## src/rtl/serdes_arb_pkg.sv

```systemverilog
// Shared types and helpers for the serdes TX arbiter: FSM state encoding and header word construction.
package serdes_arb_pkg;

  typedef enum logic [1:0] {IDLE, HEADER, BURST} arb_state_t;

  localparam logic [3:0] HDR_MARKER = 4'hA;
  localparam int         HDR_MAX_W  = 64;

  // Marker sits in the top nibble of a data_w-bit word; the ID sits in the low bits.
  function automatic logic [HDR_MAX_W-1:0] build_header(input int data_w, input logic [7:0] id);
    logic [HDR_MAX_W-1:0] hdr;
    hdr = HDR_MAX_W'(id) | (HDR_MAX_W'(HDR_MARKER) << (data_w - 4));
    return hdr;
  endfunction

endpackage

```

## src/rtl/rr_arbiter.sv

```systemverilog
// Combinational round-robin picker: first requester at or above ptr_i, wrapping to the lowest index.
module rr_arbiter #(
  parameter int NUM_REQ = 4,
  parameter int ID_W    = 2
) (
  input  logic [NUM_REQ-1:0] req_i,
  input  logic [ID_W-1:0]    ptr_i,
  output logic [NUM_REQ-1:0] grant_o,
  output logic [ID_W-1:0]    id_o,
  output logic               any_o
);

  logic [NUM_REQ-1:0]            w_mask;
  logic [NUM_REQ-1:0]            w_hi;
  logic [ID_W-1:0][NUM_REQ-1:0]  w_pat;

  generate
    for (genvar gi = 0; gi < NUM_REQ; gi++) begin : g_mask
      assign w_mask[gi] = (ID_W'(gi) >= ptr_i);
    end
    // w_pat[b] selects the requesters whose index has bit b set, for one-hot to binary encoding.
    for (genvar bi = 0; bi < ID_W; bi++) begin : g_enc
      for (genvar gi = 0; gi < NUM_REQ; gi++) begin : g_pat
        assign w_pat[bi][gi] = ((gi >> bi) & 1) != 0;
      end
      assign id_o[bi] = |(grant_o & w_pat[bi]);
    end
  endgenerate

  assign w_hi  = req_i & w_mask;
  assign any_o = |req_i;

  // x & -x isolates the lowest set bit; fall back to the unmasked vector on wrap.
  always_comb begin
    grant_o = '0;
    if (|w_hi) begin
      grant_o = w_hi & (~w_hi + 1'b1);
    end else begin
      grant_o = req_i & (~req_i + 1'b1);
    end
  end

endmodule

```

## src/rtl/serdes_tx_arbiter.sv

```systemverilog
// Burst-granular round-robin arbiter in front of the serdes TX; each burst is preceded by an ID header.
// Optional statistics counters are enabled with the SERDES_ARB_STATS_EN macro.
module serdes_tx_arbiter
  import serdes_arb_pkg::*;
#(
  parameter int NUM_REQ    = 4,
  parameter int DATA_WIDTH = 8,
  parameter int MAX_BURST  = 16,
  parameter int ID_W       = (NUM_REQ > 1) ? $clog2(NUM_REQ) : 1
) (
  input  logic                          clk_i,
  input  logic                          rst_i,
  input  logic [NUM_REQ*DATA_WIDTH-1:0] req_data_i,
  input  logic [NUM_REQ-1:0]            req_valid_i,
  input  logic [NUM_REQ-1:0]            req_last_i,
  output logic [NUM_REQ-1:0]            req_ready_o,
  output logic [DATA_WIDTH-1:0]         ser_data_o,
  output logic                          ser_valid_o,
  input  logic                          ser_ready_i,
  output logic [NUM_REQ-1:0]            grant_o,
  output logic                          busy_o
`ifdef SERDES_ARB_STATS_EN
  ,
  output logic [NUM_REQ*16-1:0]         grant_cnt_o,
  output logic [15:0]                   split_cnt_o
`endif
);

  localparam int              CNT_W     = (MAX_BURST > 1) ? $clog2(MAX_BURST) : 1;
  localparam logic [CNT_W-1:0] LAST_BEAT = CNT_W'(MAX_BURST - 1);

  arb_state_t          r_state, w_state_next;
  logic [NUM_REQ-1:0]  r_grant;
  logic [ID_W-1:0]     r_gnt_id;
  logic [ID_W-1:0]     r_rr_ptr;
  logic [CNT_W-1:0]    r_beat_cnt;

  logic [NUM_REQ-1:0]    w_arb_grant;
  logic [ID_W-1:0]       w_arb_id;
  logic [ID_W-1:0]       w_ptr_next;
  logic                  w_arb_any;
  logic                  w_take;
  logic                  w_gnt_valid;
  logic                  w_gnt_last;
  logic                  w_xfer;
  logic                  w_burst_end;
  logic [DATA_WIDTH-1:0] w_hdr;
  logic [DATA_WIDTH-1:0] w_gnt_data;

  rr_arbiter #(
    .NUM_REQ (NUM_REQ),
    .ID_W    (ID_W)
  ) u_rr_arbiter (
    .req_i   (req_valid_i),
    .ptr_i   (r_rr_ptr),
    .grant_o (w_arb_grant),
    .id_o    (w_arb_id),
    .any_o   (w_arb_any)
  );

  assign w_take      = (r_state == IDLE) && w_arb_any;
  assign w_ptr_next  = (w_arb_id == ID_W'(NUM_REQ - 1)) ? '0 : w_arb_id + 1'b1;
  assign w_gnt_valid = |(req_valid_i & r_grant);
  assign w_gnt_last  = |(req_last_i & r_grant);
  assign w_gnt_data  = DATA_WIDTH'(req_data_i >> (32'(r_gnt_id) * DATA_WIDTH));
  assign w_hdr       = DATA_WIDTH'(build_header(DATA_WIDTH, 8'(r_gnt_id)));
  assign grant_o     = r_grant;

  always_comb begin
    w_state_next = r_state;
    ser_valid_o  = 1'b0;
    ser_data_o   = '0;
    req_ready_o  = '0;
    busy_o       = 1'b0;
    w_xfer       = 1'b0;
    w_burst_end  = 1'b0;
    case (r_state)
      IDLE: begin
        if (w_arb_any) w_state_next = HEADER;
      end
      HEADER: begin
        busy_o      = 1'b1;
        ser_valid_o = 1'b1;
        ser_data_o  = w_hdr;
        if (ser_ready_i) w_state_next = BURST;
      end
      BURST: begin
        // Pass-through of the granted requester; a valid gap simply holds the grant.
        busy_o      = 1'b1;
        ser_valid_o = w_gnt_valid;
        ser_data_o  = w_gnt_data;
        req_ready_o = r_grant & {NUM_REQ{ser_ready_i}};
        w_xfer      = w_gnt_valid & ser_ready_i;
        w_burst_end = w_xfer & (w_gnt_last | (r_beat_cnt == LAST_BEAT));
        if (w_burst_end) w_state_next = IDLE;
      end
      default: w_state_next = IDLE;
    endcase
  end

  always_ff @(posedge clk_i) begin
    if (rst_i) begin
      r_state    <= IDLE;
      r_grant    <= '0;
      r_gnt_id   <= '0;
      r_rr_ptr   <= '0;
      r_beat_cnt <= '0;
    end else begin
      r_state <= w_state_next;
      case (r_state)
        IDLE: begin
          if (w_take) begin
            r_grant  <= w_arb_grant;
            r_gnt_id <= w_arb_id;
            r_rr_ptr <= w_ptr_next;
          end
        end
        HEADER: begin
          if (ser_ready_i) r_beat_cnt <= '0;
        end
        BURST: begin
          if (w_burst_end) begin
            r_grant    <= '0;
            r_beat_cnt <= '0;
          end else if (w_xfer) begin
            r_beat_cnt <= r_beat_cnt + 1'b1;
          end
        end
        default: r_grant <= '0;
      endcase
    end
  end

`ifdef SERDES_ARB_STATS_EN
  logic        w_split;
  logic [15:0] r_split_cnt;

  // A burst ending without its own last marker was cut at MAX_BURST.
  assign w_split     = w_burst_end & ~w_gnt_last;
  assign split_cnt_o = r_split_cnt;

  always_ff @(posedge clk_i) begin
    if (rst_i) begin
      r_split_cnt <= '0;
    end else if (w_split && (r_split_cnt != 16'hFFFF)) begin
      r_split_cnt <= r_split_cnt + 1'b1;
    end
  end

  generate
    for (genvar gi = 0; gi < NUM_REQ; gi++) begin : g_grant_cnt
      logic [15:0] r_cnt;
      always_ff @(posedge clk_i) begin
        if (rst_i) begin
          r_cnt <= '0;
        end else if (w_take && w_arb_grant[gi] && (r_cnt != 16'hFFFF)) begin
          r_cnt <= r_cnt + 1'b1;
        end
      end
      assign grant_cnt_o[gi*16 +: 16] = r_cnt;
    end
  endgenerate
`endif

endmodule
```

## config.mk

```make
export PLATFORM = sky130hd
export DESIGN_NAME = serdes_tx_arbiter
export DESIGN_NICKNAME = d
export VERILOG_FILES = /design/src/rtl/serdes_arb_pkg.sv /design/src/rtl/rr_arbiter.sv /design/src/rtl/serdes_tx_arbiter.sv
export SDC_FILE = /design/constraint.sdc
export NUM_CORES = 1
export LEC_CHECK = 0
export CAP_MARGIN = 20
export CORE_MARGIN = 2
export CORE_UTILIZATION = 42
export DETAILED_ROUTE_END_ITERATION = 16
export PLACE_DENSITY = 0.88
export SLEW_MARGIN = 5
export SYNTH_ARGS = -nofsm -noshare
export SYNTH_HDL_FRONTEND = slang
export SYNTH_SLANG_ARGS = --single-unit
```

## constraint.sdc

```tcl
create_clock -name clk_i -period 3.16 [get_ports clk_i]
set_clock_uncertainty 0.1 [all_clocks]
set_input_delay 0.316 -clock clk_i [delete_from_list [all_inputs] [get_ports clk_i]]
set_output_delay 0.316 -clock clk_i [all_outputs]
set_load 0.1 [all_outputs]
```

==> run metrics, run 1 <==
RSZ-0062 raised after global routing=no; GRT overflow=0; mux cell area share after synthesis=0.1793; Setup crit end kind=primary output; DP Wirelength=3.003 mm; crit-path max FO=14; Area growth, synth to finish=51.85%; initial DRC count=101; Critical Path RT=2.74 ns; Synth area leaders=dfxtp_1 (24%), mux4_2 (12%), ha_1 (5.4%), mux2i_1 (5.2%), and3_1 (4.9%); 1st-pass router iterations=4; Placed Cells=215; crit path launch type=register; worst vdd ir=0.0007291 V; Final Power=1.403 mW; PortBufs=60; period utilization=0.7900; EDFF count, synth=0; die height=56.35 um; Filler cells=203; Async SR Flop Fraction=0; Synth Area in XOR/XNOR=0; Crit Path Category=register to primary output; DRT antenna net count=0; DR WL/cell=17.10 um; H-Tree Depth=1; DR vias=1306; Power Density=802.5 nW/um^2; CTS Sinks=14; initial antenna violation count=0; vias in the first global route=1251; top cell type by total area after synthesis=dfxtp_1; total track usage=0.2387; GPL Wtd Cong=0.8654; post-synthesis cell area=1151 um^2; Synth top area share=0.2435; Pleak=0.7093 nW; share of cells above drive strength 1=0.2021; Final TNS setup=0 ns; chip width=56.35 um; ant diodes=0; CTS root buffer=clkbuf_4; Netlist cell types=39; Max Slew Vio Count=0; post-synthesis compound-gate area fraction=0.2598; PostCTS Resize Cnt=0; CTS Hold Buffers Added=0; register bit total from synthesis=14; non-filler cells, final=218; Worst-Skew Late Latency=0.28 ns; multi-input logic area=833.3 um^2; largest net degree at the start of global routing=17; full die area=3175 um^2; CTS clk-pin slew, worst paths=0.08 ns; final core utilization=0.6868; Seq/Total Area, Yosys=0.2435; # IOs=61; status=completed; Via density=5.991; Worst Hold Class=register to register; yosys warns=0; core area=2545 um^2; CTS tree=built; Mapped Avg Cell Area=8.787 um^2; setup bufs post-CTS=0; max_slew headroom=0.6049; Mapped Cells=131; Arr. time, crit path=2.08 ns; largest family of logic cells by synthesized area=compound AO/OA/AOI/OAI gates; FF+latch area=280.3 um^2; Num CTS Buffers=3; post-synthesis simple-gate area fraction=0.2239; clk buf depth=2; Routed WL=3.728 mm; Synth Area in Adders=0.05435; Post-synth top flop=dfxtp_1; Initial Util=0.4523; FMAX=0.4006 GHz; NumNets Final=238; Post-route DRC=0; Final Hold Fails=0; post-layout min period=2.496 ns; row cnt=18; Max Cap Viol=0; first-pass GRT wire length=5.899 mm; Synth Net Count=179; Slew @ Worst Pin=0.5918 ns; final count of negative-setup-slack endpoints=0
==> worst paths after layout <==
| kind | to | depth (start not counted) | slack, ns | from |
|---|---|---|---|---|
| setup / recovery | ser_data_o[0] | 8 | 0.66 | r_state[0] |
| hold / removal | r_beat_cnt[3] | 1 | 0.39 | r_beat_cnt[3] |
| setup reg to reg | r_beat_cnt[3] | 7 | 0.83 | r_state[0] |
| hold reg to reg | r_beat_cnt[3] | 1 | 0.39 | r_beat_cnt[3] |
==> report_power, final <==
group | internal (mW) | leakage, nW | switching, mW
logic | 0.336 | 0.581 | 0.649
registers | 0.222 | 0.114 | 0.0930
clock network | 0.0442 | 0.0138 | 0.0581
==> cell usage after synthesis, types with 5 or more instances <==
cell,count
dfxtp_1,14
a21oi_1,10
and3_1,9
mux2i_1,6
mux4_2,6
nor2_1,6
nor2b_1,6
o21ai_0,6
ha_1,5
nand2_1,5
nand2b_1,5
nand3_1,5
==> per-layer routing <==
layer,vias to the layer above,track usage,wire [um]
met1,609,0.2859,1556
met5,-,0,0
li1,630,-,-
met3,8,0.04839,310
met2,59,0.4050,1764
met4,0,0.1156,97
==> flip-flops by register name (all words and copies together) (netlist names) <==
| name | count |
|---|---|
| r_rr_ptr | 2 |
| r_beat_cnt | 4 |
| r_gnt_id | 2 |
| grant_o | 4 |
| r_state | 2 |
==> cells by family (layout without fill, tap and decap cells) <==
| group | count (synthesis) | in the layout |
|---|---|---|
| and+or+nand+nor | 46 | 46 |
| DFF | 14 | 14 |
| buffers and inverters | 11 | 68 |
| muxes | 13 | 13 |
| AOI/OAI and AO/OA | 42 | 42 |
| adders and majority gates | 5 | 5 |
==> critical path, cell delays in order (launching register included) <==
cell	delay (ns)
dfxtp_1	0.35
inv_1	0.09
ha_1	0.46
inv_2	0.16
nor2_1	0.13
o21ai_0	0.08
o31ai_1	0.09
and2_1	0.16
buf_4	0.29
==> placed cells by master, fill, tap and decap left out, types with 3 or more instances in the layout <==
| cell | count |
|---|---|
| clkdlybuf4s50_1 | 42 |
| buf_4 | 18 |
| dfxtp_1 | 14 |
| a21oi_1 | 10 |
| and3_1 | 9 |
| mux2i_1 | 6 |
| nor2_1 | 6 |
| o21ai_0 | 6 |
| mux4_2 | 6 |
| nand2_1 | 5 |
| nand3_1 | 5 |
| nand2b_1 | 5 |
| ha_1 | 5 |
| a22oi_1 | 4 |
| inv_1 | 4 |
| nor2b_2 | 3 |
| a31oi_1 | 3 |
| nor2b_1 | 3 |
| o41ai_1 | 3 |
| a311oi_1 | 3 |
| clkbuf_4 | 3 |
==> through the flow <==
step,hold WS (ns),worst slack (ns),cell area [um^2]
after floorplan,0.3392,0.4143,1159
after global routing,0.4142,0.5260,1748
after CTS,0.3830,0.6483,1748
after global placement,0.3546,0.8833,1725
final,0.3900,0.6636,1748
after detailed placement,0.3703,0.7723,1725
==> layout make-up <==
type	count	area share
clock buffers	3	0.01288
inverters	5	0.01074
multi-input cells	106	0.4767
flip-flops and latches	14	0.1603
well taps	30	0.02147
repair buffers	60	0.3178
(Power assumes the default switching activity.)
==> run 2, diff against run 1 <==
--- a/config.mk
+++ b/config.mk
@@ -7,9 +7,9 @@
 export LEC_CHECK = 0
 export CAP_MARGIN = 20
 export CORE_MARGIN = 2
-export CORE_UTILIZATION = 42
+export CORE_UTILIZATION = 39
 export DETAILED_ROUTE_END_ITERATION = 16
-export PLACE_DENSITY = 0.88
+export PLACE_DENSITY = 0.83
 export SLEW_MARGIN = 5
 export SYNTH_ARGS = -nofsm -noshare
 export SYNTH_HDL_FRONTEND = slang
==> constraint.sdc (replaced) <==
create_clock -name clk_i -period 2.47 [get_ports clk_i]
set_clock_uncertainty 0.1 [all_clocks]
set_input_delay 0.247 -clock clk_i [delete_from_list [all_inputs] [get_ports clk_i]]
set_output_delay 0.247 -clock clk_i [all_outputs]
set_load 0.1 [all_outputs]
==> run 2 against run 1 <==
Flip-flop and latch count stayed put; routed wire length is 3.1% higher; hold slack better by 0.0026 ns; first-iteration DRC count is 41% lower; largest power group unchanged; critical path depth is 2 lower; core utilization is 2.2 points higher; clock power is 61% higher.
==> run metrics, run 2 (same netlist as run 1, synthesis figures left out) <==
status=completed; Power Density=999.4 nW/um^2 (+25%); slowest cell on the critical path=dfxtp_1; Pleak=0.7774 nW (+9.6%); setup bufs post-CTS=0 (unchanged); CTS Sinks=14 (unchanged); core area=2781 um^2 (+9.3%); Routed WL=3.842 mm (+3.1%); vias in the first global route=1331 (+6.4%); largest net degree at the start of global routing=16 (-1); commonest non-fill, non-tap cell in the layout=clkdlybuf4s50_1; total track usage=0.2302 (-0.008547); RSZ-0062 raised after global routing=no; CTS clk-pin slew, worst paths=0.09 ns (about the same); share of cells above drive strength 1=0.2577 (+0.05560); Slew @ Worst Pin=0.5245 ns (-0.06735 ns); # IOs=61 (unchanged); Post-route DRC=0 (unchanged); Comb pwr share=0.725 (+0.023); CTS root buffer=clkbuf_4; initial antenna violation count=0 (unchanged); Final TNS setup=0 ns (unchanged); Max Cap Viol=0 (unchanged); final count of negative-setup-slack endpoints=0 (unchanged); Worst-Skew Late Latency=0.29 ns (about the same); period utilization=0.8861; Flop pwr share=0.192 (-0.033); Worst path max stage delay=0.62 ns (+0.16 ns); most frequent cells in the layout=clkdlybuf4s50_1 (42), dfxtp_1 (14), buf_12 (13); crit-path cells=mux2i_1 > nor2_1 > o21ai_0 > o31ai_1 > and2_2 > buf_12; 1st-pass router iterations=4 (unchanged); row cnt=19 (+1); Via density=6.053 (+1.0%); Final Hold Fails=0 (unchanged); H-Tree Depth=1 (unchanged); DR vias=1362 (+4.3%); Worst Hold Class=register to register; die height=58.33 um (+3.5%); PostCTS Resize Cnt=0 (unchanged); CTS tree=built; first-pass GRT wire length=6.072 mm (+2.9%); CP delay by family, top=flip-flops; clk buf depth=2 (unchanged); Final Power=1.969 mW (+40%); Setup crit end kind=primary output; Max Slew Vio Count=0 (unchanged); max_slew headroom=0.6496 (+0.04470); ant diodes=0 (unchanged); Power Internal=0.9201 mW (+53%); DRT antenna net count=0 (unchanged); DP Wirelength=3.098 mm (+3.2%); Crit Path Category=register to primary output; DR WL/cell=17.08 um (-0.15%); Critical Path RT=2.12 ns (-0.62 ns); chip width=58.33 um (+3.5%); final core utilization=0.7085 (+0.02168); PortBufs=60 (unchanged); crit-path max FO=11 (-3); switching portion of total power=0.5328 (-0.03778); Num CTS Buffers=3 (unchanged); crit path launch type=register; post-layout min period=2.189 ns; GRT overflow=0 (unchanged); initial DRC count=60 (-41%); Arr. time, crit path=1.84 ns (-0.24 ns); Initial Util=0.4139 (-0.03846); full die area=3402 um^2 (+7.2%); clock power share=0.083 (+0.010); GPL Wtd Cong=0.8739 (+0.98%); Area growth, synth to finish=71.20%; final hold slack=0.3926 ns (+0.002555 ns); FMAX=0.4569 GHz; worst vdd ir=0.0009713 V (+33%); Net Sw Power=1.049 mW (+31%); Buf/Inv on CP=1 (-2); CTS Hold Buffers Added=0 (unchanged); NumNets Final=243 (+2.1%)
[run 2: metal layers]
layer  up-vias  share of wire  global-route usage
li1        638              -                   -
met1       634           0.40              0.2658
met2        83           0.49              0.4286
met3         7           0.10             0.04835
met4         0          0.010             0.05648
met5         -              0                   0
[run 2: area by class of cell]
cell class / count / area, um^2
multi-input combinational: 106 / 840.8
sequential: 14 / 280.3
timing repair buffer: 65 / 755.7
tap: 31 / 38.79
inverter: 5 / 18.77
fill: 212 / 810.8
clock buffer: 4 / 36.28
[run 2: path summary, 6_finish.rpt]
| check | from | endpoint | slack (ns) | cells past startpoint |
|---|---|---|---|---|
| worst min register to register | r_beat_cnt[3] | r_beat_cnt[3] | 0.39 | 1 |
| worst max-delay path | r_gnt_id[1] | ser_data_o[0] | 0.28 | 6 |
| worst min-delay path | r_beat_cnt[3] | r_beat_cnt[3] | 0.39 | 1 |
| worst max register to register | r_state[0] | grant_o[0] | 0.41 | 6 |
[run 2: power by group through the flow]
stage / Combinational [mW] / Sequential, mW / Clock, mW
global placement: 1.39 / 0.373 / 0
global route: 1.51 / 0.389 / 0.181
detailed placement: 1.43 / 0.378 / 0
CTS: 1.43 / 0.373 / 0.164
finish: 1.43 / 0.378 / 0.164
floorplan: 0.932 / 0.435 / 0
[run 2: worst register-to-register path, stage by stage, from the launching register on]
cell	delay (ns)
dfxtp_1	0.39
inv_1	0.08
ha_1	0.26
and3_1	0.18
or2_0	0.32
or4_1	0.53
a21oi_1	0.14
[run 2: per-stage QoR]
stage,instances,worst slack (ns),instance area (um^2)
3_3_place_gp,221,0.3041,1934
2_1_floorplan,131,-0.2066,1166
5_1_grt,225,0.1288,1971
3_5_place_dp,221,0.2197,1934
4_1_cts,225,0.2781,1971
6_report,225,0.2813,1971
==> run 3, diff against run 2 <==
--- a/config.mk
+++ b/config.mk
@@ -6,10 +6,13 @@
 export NUM_CORES = 1
 export LEC_CHECK = 0
 export CAP_MARGIN = 20
+export CORE_ASPECT_RATIO = 0.8
 export CORE_MARGIN = 2
 export CORE_UTILIZATION = 39
 export DETAILED_ROUTE_END_ITERATION = 16
+export MAX_ROUTING_LAYER = met4
 export PLACE_DENSITY = 0.83
+export RECOVER_POWER = 100
 export SLEW_MARGIN = 5
 export SYNTH_ARGS = -nofsm -noshare
 export SYNTH_HDL_FRONTEND = slang
==> run 3 against run 2 <==
Non-clock buffer count is 2 lower; flip-flop and latch count did not move; routed wire length decreased by 0.68%; cell count increased by 2.2%; combinational power shrank 8%; critical path type unchanged; worst setup slack worse by 0.035 ns; cell area shrank 6.2%; first-iteration DRC count rose by 12%; clock power increased by 39%; sequential power increased by 5%.
==> run metrics, run 3 (same netlist as run 1, synthesis figures left out) <==
H-Tree Depth=1 (unchanged); Max Cap Viol=0 (unchanged); Final Instance Area=1849 um^2 (-6.2%); Net Sw Power=1.037 mW (-1.2%); Final Hold Fails=0 (unchanged); Flop pwr share=0.206 (+0.014); final count of negative-setup-slack endpoints=0 (unchanged); initial DRC count=67 (+12%); die height=52.59 um (-9.8%); setup bufs post-CTS=0 (unchanged); Crit Path Category=register to primary output; crit-path max FO=13 (+2); Final Power=1.932 mW (-1.9%); CTS clk-pin slew, worst paths=0.06 ns (-0.03 ns); status=completed; multi-input logic area=830.8 um^2 (-1.2%); Num CTS Buffers=3 (unchanged); pre-CTS setup slack=0.1977 ns (-0.02203 ns); Power Internal=0.8949 mW (-2.7%); Critical Path RT=2.12 ns (about the same); # IOs=61 (unchanged); min setup slack post-route=0.2460 ns (-0.03535 ns); Area growth, synth to finish=60.65%; period utilization=0.9004 (+0.01431); DRT antenna net count=0 (unchanged); Power Density=1045 nW/um^2 (+4.5%); FMAX=0.4496 GHz (-1.6%); FF+latch area=281.5 um^2 (+0.45%); largest net degree at the start of global routing=16 (unchanged); DR WL/cell=16.59 um (-2.8%); origin of the worst setup path=r_state[0]; CTS tree=built; commonest non-fill, non-tap cell in the layout=clkdlybuf4s50_1; Placed Cells=226 (+2.3%); Crit Reg-Reg Startpoint=r_state[0]; max_slew headroom=0.2268 (-0.4228); GRT overflow=0 (unchanged); Via density=5.770 (-4.7%); Final TNS setup=0 ns (unchanged); hold_sp=r_state[1]; Initial Util=0.4131 (-0.0007432); NumNets Final=241 (-0.82%); worst vdd ir=0.0005561 V (-43%); Worst-Skew Late Latency=0.25 ns (-0.04 ns); initial antenna violation count=0 (unchanged); full die area=3405 um^2 (about the same); core area=2786 um^2 (+0.18%); Arr. time, crit path=1.88 ns (+0.04 ns); DR vias=1327 (-2.6%); non-filler cells, final=230 (+2.2%); clock power share=0.118 (+0.035); crit path launch type=register; final core utilization=0.6637 (-0.04483); post-layout min period=2.224 ns (+0.03535 ns); GPL Wtd Cong=0.8236 (-5.8%); Routed WL=3.816 mm (-0.68%); first-pass GRT wire length=6.078 mm (about the same); Comb pwr share=0.676 (-0.049); switching portion of total power=0.5367 (+0.003931); Post-route DRC=0 (unchanged); share of cells above drive strength 1=0.2031 (-0.05461); Slew @ Worst Pin=1.165 ns (+0.6404 ns); PortBufs=60 (unchanged); Worst Hold Class=register to register; placed instance area=1928 um^2 (-0.32%); final hold slack=0.3976 ns (+0.005036 ns); ant diodes=0 (unchanged); most frequent cells in the layout=clkdlybuf4s50_1 (41), dfxtp_1 (13), a21oi_1 (10); clk buf depth=2 (unchanged); total track usage=0.2402 (+0.01003); Max Slew Vio Count=0 (unchanged); Pleak=0.7216 nW (-7.2%); CTS root buffer=clkbuf_8; 1st-pass router iterations=4 (unchanged); chip width=64.74 um (+11%); DP Wirelength=2.981 mm (-3.8%); row cnt=17 (-2); vias in the first global route=1265 (-5.0%); CTS Sinks=14 (unchanged); Setup crit end kind=primary output; RSZ-0062 raised after global routing=no; Filler cells=238 (+12%)
## run 3: cell types whose count changed in the layout (fill, tap and decap cells not counted), moves of 3 or more
cell	previous run	this run
nor2b_2	3	0
clkbuf_1	0	6
clkbuf_8	1	4
buf_4	10	1
nor2b_1	3	6
buf_12	13	5
clkbuf_4	3	8
## run 3: final cells by class
| cell class | count | area share |
|---|---|---|
| multi-input cells | 106 | 0.4493 |
| repair buffers | 63 | 0.3329 |
| flip-flops and latches | 14 | 0.1522 |
| clock buffers | 4 | 0.02977 |
| well taps | 38 | 0.02571 |
| inverters | 5 | 0.01015 |
## run 3: layer usage
layer	GRT usage	share of wire	vias up
met1	0.2957	0.44	590
met4	0.08865	0.019	0
li1	-	-	632
met3	0.04731	0.097	9
met2	0.3952	0.44	96
met5	-	0	-
## run 3: worst paths after layout
kind | slack, ns | endpoint | cells after the start
hold / removal | 0.40 | r_state[1] | 2
setup reg to reg | 0.42 | grant_o[0] | 6
hold reg to reg | 0.40 | r_state[1] | 2
setup / recovery | 0.25 | ser_data_o[3] | 5
## run 3: power by group through the flow
| stage | Sequential [mW] | Clock [mW] | Combinational, mW |
|---|---|---|---|
| floorplan | 0.435 | 0 | 0.932 |
| global placement | 0.396 | 0 | 1.35 |
| detailed placement | 0.401 | 0 | 1.38 |
| CTS | 0.397 | 0.226 | 1.38 |
| global route | 0.410 | 0.239 | 1.39 |
| finish | 0.397 | 0.228 | 1.31 |
## run 3: timing repair
| item | CTS | global route |
|---|---|---|
| endpoints found under the setup margin | 0 | 1 |
| resized for setup | 0 | 1 |
| hold buffers | 0 | 0 |
## run 3: worst max-delay path, stage by stage, from the launching register on
cell and delay, ns:
dfxtp_1 0.33, inv_1 0.09, ha_1 0.18, clkbuf_1 0.42, and3_2 0.29, clkbuf_4 0.33
